### src/rtl/cpu_ctrl_pkg.sv
// Shared encodings for the run/debug sequencer of the 4-bit CPU core.
// Contents:
//   run_state_e   - sequencer FSM states, also driven out on the state port
//   cmd_op_e      - command opcodes carried on cmd_op
//   stop_reason_e - why the last RUN/STEP ended, driven out on stop_reason
package cpu_ctrl_pkg;

  typedef enum logic [2:0] {
    StIdle    = 3'd0,
    StRun     = 3'd1,
    StStep    = 3'd2,
    StCoreRst = 3'd3,
    StHalted  = 3'd4
  } run_state_e;

  typedef enum logic [1:0] {
    OpRun      = 2'd0,
    OpStep     = 2'd1,
    OpStop     = 2'd2,
    OpResetCpu = 2'd3
  } cmd_op_e;

  typedef enum logic [2:0] {
    ReasonNone    = 3'd0,
    ReasonHalt    = 3'd1,
    ReasonBreak   = 3'd2,
    ReasonTimeout = 3'd3,
    ReasonUser    = 3'd4
  } stop_reason_e;

endpackage

### src/rtl/cpu_sat_counter.sv
// Saturating up-counter with synchronous clear.
// Ports:
//   clk_i  - clock
//   rst_ni - synchronous active-low reset (clears the count)
//   clr_i  - synchronous clear, takes priority over en_i
//   en_i   - count enable; the count holds once it reaches all-ones
//   cnt_o  - current count
module cpu_sat_counter #(
  parameter int unsigned Width = 8
) (
  input  logic             clk_i,
  input  logic             rst_ni,
  input  logic             clr_i,
  input  logic             en_i,
  output logic [Width-1:0] cnt_o
);

  logic [Width-1:0] cnt_q;

  always_ff @(posedge clk_i) begin
    if (!rst_ni) begin
      cnt_q <= '0;
    end else if (clr_i) begin
      cnt_q <= '0;
    end else if (en_i && (cnt_q != '1)) begin
      cnt_q <= cnt_q + Width'(1);
    end
  end

  assign cnt_o = cnt_q;

endmodule

### src/rtl/cpu_run_ctrl.sv
// Run/debug sequencer for the 4-bit CPU core. Gates execution through cpu_en, pulses cpu_rst,
// accepts RUN/STEP/STOP/RESET_CPU over a valid/ready handshake and reports why the core stopped.
// Ports:
//   clk, rst (synchronous active-low)
//   cmd_valid/cmd_ready/cmd_op - command handshake (0=RUN 1=STEP 2=STOP 3=RESET_CPU)
//   bp_en/bp_addr              - PC breakpoint
//   cpu_pc/cpu_halt            - core status
//   cpu_en/cpu_rst             - core execute enable and active-high core reset
//   state/stop_reason          - FSM state and last stop reason
//   cycle_cnt                  - saturating count of enabled cycles since last RESET_CPU
//   done                       - one-cycle pulse when a RUN or STEP ends
// Build option CPU_RUN_CTRL_MULTISTEP_EN: adds cmd_arg; STEP then runs max(cmd_arg,1) enabled
// cycles with halt, breakpoint and STOP checked as in RUN.
module cpu_run_ctrl
  import cpu_ctrl_pkg::*;
#(
  parameter int unsigned CNT_W      = 16,
  parameter int unsigned MAX_CYCLES = 0,
  parameter int unsigned RST_CYCLES = 2
) (
  input  logic             clk,
  input  logic             rst,
  input  logic             cmd_valid,
  output logic             cmd_ready,
  input  logic [1:0]       cmd_op,
`ifdef CPU_RUN_CTRL_MULTISTEP_EN
  input  logic [3:0]       cmd_arg,
`endif
  input  logic             bp_en,
  input  logic [3:0]       bp_addr,
  input  logic [3:0]       cpu_pc,
  input  logic             cpu_halt,
  output logic             cpu_en,
  output logic             cpu_rst,
  output logic [2:0]       state,
  output logic [2:0]       stop_reason,
  output logic [CNT_W-1:0] cycle_cnt,
  output logic             done
);

  localparam int unsigned RstW = (RST_CYCLES > 1) ? $clog2(RST_CYCLES) : 1;

  run_state_e      state_q;
  stop_reason_e    reason_q;
  logic            done_q, cpu_rst_q, first_q;
  logic [RstW-1:0] rst_tmr;
  cmd_op_e         op;
  logic            cmd_acc, acc_go, acc_stop, acc_reset;
  logic            bp_hit, timeout, run_stop, enter_rst, rst_last;
`ifdef CPU_RUN_CTRL_MULTISTEP_EN
  logic [3:0]      step_q;
  logic            step_stop;
`endif

  assign op        = cmd_op_e'(cmd_op);
  assign cmd_acc   = cmd_valid & cmd_ready;
  assign acc_go    = cmd_acc & ((op == OpRun) | (op == OpStep));
  assign acc_stop  = cmd_acc & (op == OpStop);
  assign acc_reset = cmd_acc & (op == OpResetCpu);
  // first_q masks the breakpoint for one cycle so a run can leave a breakpoint PC.
  assign bp_hit    = bp_en & (cpu_pc == bp_addr) & ~first_q;

  if (MAX_CYCLES != 0) begin : g_timeout
    localparam logic [CNT_W-1:0] MaxCnt = CNT_W'(MAX_CYCLES);
    assign timeout = (cycle_cnt >= MaxCnt);
  end else begin : g_no_timeout
    assign timeout = 1'b0;
  end

  assign run_stop  = cpu_halt | bp_hit | timeout | acc_stop | acc_reset;
`ifdef CPU_RUN_CTRL_MULTISTEP_EN
  assign step_stop = cpu_halt | bp_hit | acc_stop;
`endif

  // A halting core wins over RESET_CPU issued in the same RUN cycle.
  assign enter_rst = acc_reset & ((state_q == StIdle) | (state_q == StHalted) |
                                  ((state_q == StRun) & ~cpu_halt));

  always_comb begin
    cmd_ready = 1'b0;
    case (state_q)
      StIdle, StRun, StHalted: cmd_ready = 1'b1;
`ifdef CPU_RUN_CTRL_MULTISTEP_EN
      StStep:                  cmd_ready = (op == OpStop);
`endif
      default:                 cmd_ready = 1'b0;
    endcase
  end

  // Combinational so the stop cycle itself never retires an instruction.
  always_comb begin
    cpu_en = 1'b0;
    case (state_q)
      StRun:   cpu_en = ~run_stop;
`ifdef CPU_RUN_CTRL_MULTISTEP_EN
      StStep:  cpu_en = ~step_stop;
`else
      StStep:  cpu_en = ~cpu_halt;
`endif
      default: cpu_en = 1'b0;
    endcase
  end

  cpu_sat_counter #(
    .Width (CNT_W)
  ) u_cycle_cnt (
    .clk_i  (clk),
    .rst_ni (rst),
    .clr_i  (enter_rst),
    .en_i   (cpu_en),
    .cnt_o  (cycle_cnt)
  );

  cpu_sat_counter #(
    .Width (RstW)
  ) u_rst_tmr (
    .clk_i  (clk),
    .rst_ni (rst),
    .clr_i  (enter_rst),
    .en_i   (state_q == StCoreRst),
    .cnt_o  (rst_tmr)
  );

  assign rst_last = (rst_tmr == RstW'(RST_CYCLES - 1));

  always_ff @(posedge clk) begin
    if (!rst) begin
      state_q   <= StIdle;
      reason_q  <= ReasonNone;
      done_q    <= 1'b0;
      cpu_rst_q <= 1'b0;
      first_q   <= 1'b0;
`ifdef CPU_RUN_CTRL_MULTISTEP_EN
      step_q    <= 4'd0;
`endif
    end else begin
      done_q <= 1'b0;
      case (state_q)
        StIdle: begin
          if (acc_go) begin
            if (cpu_halt) begin
              state_q  <= StHalted;
              reason_q <= ReasonHalt;
              done_q   <= 1'b1;
            end else if (op == OpRun) begin
              state_q <= StRun;
              first_q <= 1'b1;
            end else begin
              state_q <= StStep;
`ifdef CPU_RUN_CTRL_MULTISTEP_EN
              first_q <= 1'b1;
              step_q  <= (cmd_arg == 4'd0) ? 4'd1 : cmd_arg;
`endif
            end
          end else if (acc_reset) begin
            state_q   <= StCoreRst;
            reason_q  <= ReasonNone;
            cpu_rst_q <= 1'b1;
          end
        end
        StRun: begin
          first_q <= 1'b0;
          if (run_stop) begin
            done_q <= 1'b1;
            if (cpu_halt) begin
              state_q  <= StHalted;
              reason_q <= ReasonHalt;
            end else if (acc_reset) begin
              state_q   <= StCoreRst;
              reason_q  <= ReasonNone;
              cpu_rst_q <= 1'b1;
            end else begin
              state_q <= StIdle;
              if (bp_hit)       reason_q <= ReasonBreak;
              else if (timeout) reason_q <= ReasonTimeout;
              else              reason_q <= ReasonUser;
            end
          end
        end
        StStep: begin
`ifdef CPU_RUN_CTRL_MULTISTEP_EN
          first_q <= 1'b0;
          if (step_stop || (step_q == 4'd1)) begin
            done_q <= 1'b1;
            if (cpu_halt) begin
              state_q  <= StHalted;
              reason_q <= ReasonHalt;
            end else begin
              state_q <= StIdle;
              if (bp_hit)        reason_q <= ReasonBreak;
              else if (acc_stop) reason_q <= ReasonUser;
            end
          end else begin
            step_q <= step_q - 4'd1;
          end
`else
          done_q <= 1'b1;
          if (cpu_halt) begin
            state_q  <= StHalted;
            reason_q <= ReasonHalt;
          end else begin
            state_q <= StIdle;
          end
`endif
        end
        StCoreRst: begin
          if (rst_last) begin
            state_q   <= StIdle;
            cpu_rst_q <= 1'b0;
          end
        end
        StHalted: begin
          if (acc_reset) begin
            state_q   <= StCoreRst;
            reason_q  <= ReasonNone;
            cpu_rst_q <= 1'b1;
          end
        end
        default: state_q <= StIdle;
      endcase
    end
  end

  assign state       = state_q;
  assign stop_reason = reason_q;
  assign done        = done_q;
  assign cpu_rst     = cpu_rst_q;

endmodule

### config.mk
export PLATFORM = sky130hd
export DESIGN_NAME = cpu_run_ctrl
export DESIGN_NICKNAME = d
export VERILOG_FILES = /design/src/rtl/cpu_ctrl_pkg.sv /design/src/rtl/cpu_sat_counter.sv /design/src/rtl/cpu_run_ctrl.sv
export SDC_FILE = /design/constraint.sdc
export NUM_CORES = 1
export LEC_CHECK = 0
export ABC_AREA = 1
export CAP_MARGIN = 40
export CELL_PAD_IN_SITES_DETAIL_PLACEMENT = 0
export CELL_PAD_IN_SITES_GLOBAL_PLACEMENT = 1
export CORE_AREA = 5 5 76 78
export DETAILED_ROUTE_END_ITERATION = 6
export DIE_AREA = 0 0 81 83
export PLACE_DENSITY = 0.85
export SYNTH_ARGS = -nofsm -noshare
export SYNTH_HDL_FRONTEND = slang
export SYNTH_HIERARCHICAL = 1
export SYNTH_SLANG_ARGS = --single-unit
### constraint.sdc
create_clock -name clk -period 5.9 [get_ports clk]
set_clock_uncertainty 0.15 [all_clocks]
set_input_delay 1.475 -clock clk [delete_from_list [all_inputs] [get_ports clk]]
set_output_delay 1.475 -clock clk [all_outputs]
set_load 0.05 [all_outputs]
==> impl_results.md <==
- Outcome: complete, no violations
- Compound-Gate Fraction of Synth Area: around 8.7%
- Post-synthesis simple-gate area fraction: 51.0%
- Flops & latches, synth: 26
- Iter 0 DRT Violations: 97
- Syn avg cell area: ~6.1 µm²
- Pwr Total: just under 400 µW
- Seq/Total Area, Yosys: approximately 30%
- CP required: roughly 4.3 ns
- CP Buf/Inv Count: 3
- Dpl ws: 0.567 ns
- Final hold slack: approximately 0.33 ns
- Total Die Area: 6720 µm²
- Drt wl/cell: ~11 µm
- Residual DRC: 0
- CTS tree: built
- Crit path largest cell delay: 0.93 ns
- HP Class: flop to flop
- Number of global-route vias before repair: 1721
- Antenna violations before repair: 0
- Syn nets: a little over 300
- Largest family of logic cells by synthesized area: simple AND/OR/NAND/NOR gates
- Finished Cell Area: 2260 µm²
- Post-synth EDFFs: 0
- Top-area cell type share of the netlist area: between 20 and 30%
- Core Region: roughly 5000 µm²
- Largest net degree at the start of global routing: 21
- CP Capture Type: output pin
- Synth Cell Area: 1750 µm²
- Tcrit/Tclk final: about 90%
- R2r endpoint: u_cycle_cnt/cnt_o[10]
- IO Port Bufs: 40
- CTS Root Cell: clkbuf_8
- Worst Max-Slew Pin Slew: roughly 0.83 ns
- Slowest cell on crit path: clkdlybuf4s50_1
- Final Max Slew Viols: 0
- Worst r2r path cells: 12
- Critical path type: primary input to output pin
- Share of layout cells above drive strength 1: around 8.3%
- PwrDens: roughly 180 nW/µm²
- Non-filler cells, final: about 400
- HPWL after DPL: ~3500 µm
- CTS max path bufs: 2
- CP arrival: around 3.7 ns
- Vias post-DR: 1874
- CTS buffer count: 3
- Leakage: 0.903 nW
- First-pass GRT wire length: about 7600 µm
- Mux cell area share after synthesis: 0%
- Worst reg2reg startpoint: state[1]
- Clock Sinks: 26
- Total GRT Usage: 13.8%
- Slew HR: 44.2%
- Initial Util: between 30% and 40%
- Ys flop type: dfxtp_1
- Number of fill cells: 550
- Setup-failing EPs final: 0
- MaxCap Viol Count: 0
- Min-delay src: first_q
- FMAX: 0.188 GHz
- Max VDD drop: approximately 83 µV
- Top-count cell post-synth: nand2_1
- CP startpoint kind: primary input
- Area delta synth->final: 29.2%
- Internal reg-to-reg setup slack: roughly 3.5 ns
- Post-CTS Hold Buffers: 0
- Ys async rst share: 0%
- Reg clk slew, reported paths: 0.08 ns
- Final hold vios: 0
- Worst Slack Setup Final: between 0.5 and 0.6 ns
- Hold path cells: 2
- Vias per cell: roughly 4.7
- CTS resizes: 0
- Chip height: just over 80 µm
- Synth area leader: dfxtp_1
- Critical-path cell list: clkdlybuf4s50_1, inv_1, o21ai_0, nor2_1, nand2_1, nand3_4, o21ai_0, clkdlybuf4s50_1
- Antenna fix cells: 0
- Ports: 41
- # Post-CTS Setup Buffers: 0
- Cells after synthesis: 286
- Ys Warns: 6
- Placed Instance Area: 2220 µm²
- TritonRoute pass-1 iters: 5
- Final min period: 5.33 ns
- DIE WIDTH: between 80 and 90 µm
- Placement Rows: 26
- Gpl congestion: slightly below 0.8
- XOR/XNOR Fraction of Synth Area: 0%
- Top cells by area, synth: dfxtp_1 (30%), nand2_1 (15%), nor2_1 (13%)
- ANT nets after route: 0
- Cells after DPL: just under 400
- TNS Setup: 0 ns
- Distinct cells, synth: 25
- Fin nets: roughly 340
- Post-Synth Adder-Cell Area: 0.715%
- Worst-path fanout max: 6
- Total Wirelength: approximately 4500 µm
- GRT overflow: 0
- Worst Hold Path EP: first_q
- Clk_lat worst skew: roughly 0.27 ns
- RSZ-0062 raised after global routing: no
- CTS HTree Levels: 1
- Top cells by count, synth: nand2_1 (70), nor2_1 (62), inv_1 (33), nand3_1 (29), dfxtp_1 (26)
- Utilization after layout: 45.2%
- Kind of cell adding the most delay to the critical path: buffers and inverters
[layer usage]
layer | wire length, µm | part of all wire (%) | vias to the layer above | track usage, %
met5 | 0 | 0 | - | 0
met4 | 48 | 1.1 | 0 | 4.15
met3 | 273 | 6.1 | 4 | 2.06
met2 | 1850 | 42 | 54 | 20.9
met1 | 2280 | 51 | 822 | 19.8
li1 | - | - | 994 | -
[flip-flops by register name, summed over array words and instances (netlist names)]
signal	cells
u_cycle_cnt/cnt_o	16
stop_reason	3
done	1
first_q	1
cpu_rst	1
state	3
u_rst_tmr/cnt_o	1
[cells in the final DEF (no fill, tap or decap), types with 2 or more instances in the layout]
| cell | netlist | final |
|---|---|---|
| nand2_1 | 70 | 70 |
| nor2_1 | 62 | 62 |
| clkdlybuf4s50_1 | 0 | 40 |
| inv_1 | 33 | 33 |
| nand3_1 | 29 | 29 |
| dfxtp_1 | 26 | 26 |
| a21oi_1 | 14 | 14 |
| o21ai_0 | 10 | 10 |
| nand4_1 | 8 | 8 |
| nor2_2 | 6 | 6 |
| inv_2 | 5 | 5 |
| nand3_4 | 4 | 4 |
| nand3b_1 | 3 | 3 |
| clkbuf_8 | 1 | 3 |
| nand2_4 | 2 | 2 |
[worst register-to-register path, cell delays in order, from the launching register on]
cell and delay, ns:
dfxtp_1 0.38, inv_2 0.16, nand3_4 0.16, nor2_4 0.19
nand3_4 0.14, o21ai_0 0.29, nand2_1 0.15, inv_1 0.13
nand2_1 0.12, nor2_1 0.21, nand3_1 0.10, nand2_1 0.09
nor2_1 0.04
[layout make-up]
type                            count  area (µm²)  share of cell area, %
Multi-Input combinational cell    218        1060                   46.8
Timing Repair Buffer               41         412                   18.2
Tap cell                           70        87.6                   3.87
Inverter                           38         143                   6.31
Clock buffer                        3        41.3                   1.83
Sequential cell                    26         520                   23.0
[power by group]
part	internal, mW	switching, mW	total, mW
logic	0.0400	0.0674	0.107
registers	0.181	0.00696	0.188
clock network	0.0458	0.0547	0.100
total	0.267	0.129	0.396
[cells by family after synthesis]
group           after synthesis
compound gates               28
fa+ha+maj                     1
buf+inv                      42
flops                        26
simple gates                189
[worst max-delay path by stage]
stage	startpoint	end	slack [ns]	cells after the start
floorplan	cpu_halt	cpu_en	1.31	2
CTS	cpu_pc[3]	cpu_en	0.56	8
detailed placement	cpu_pc[3]	cpu_en	0.57	8
global route	cpu_pc[3]	cpu_en	0.37	8
finish	cpu_pc[3]	cpu_en	0.57	8
global placement	cpu_pc[3]	cpu_en	0.60	8
(Power assumes the default switching activity.)
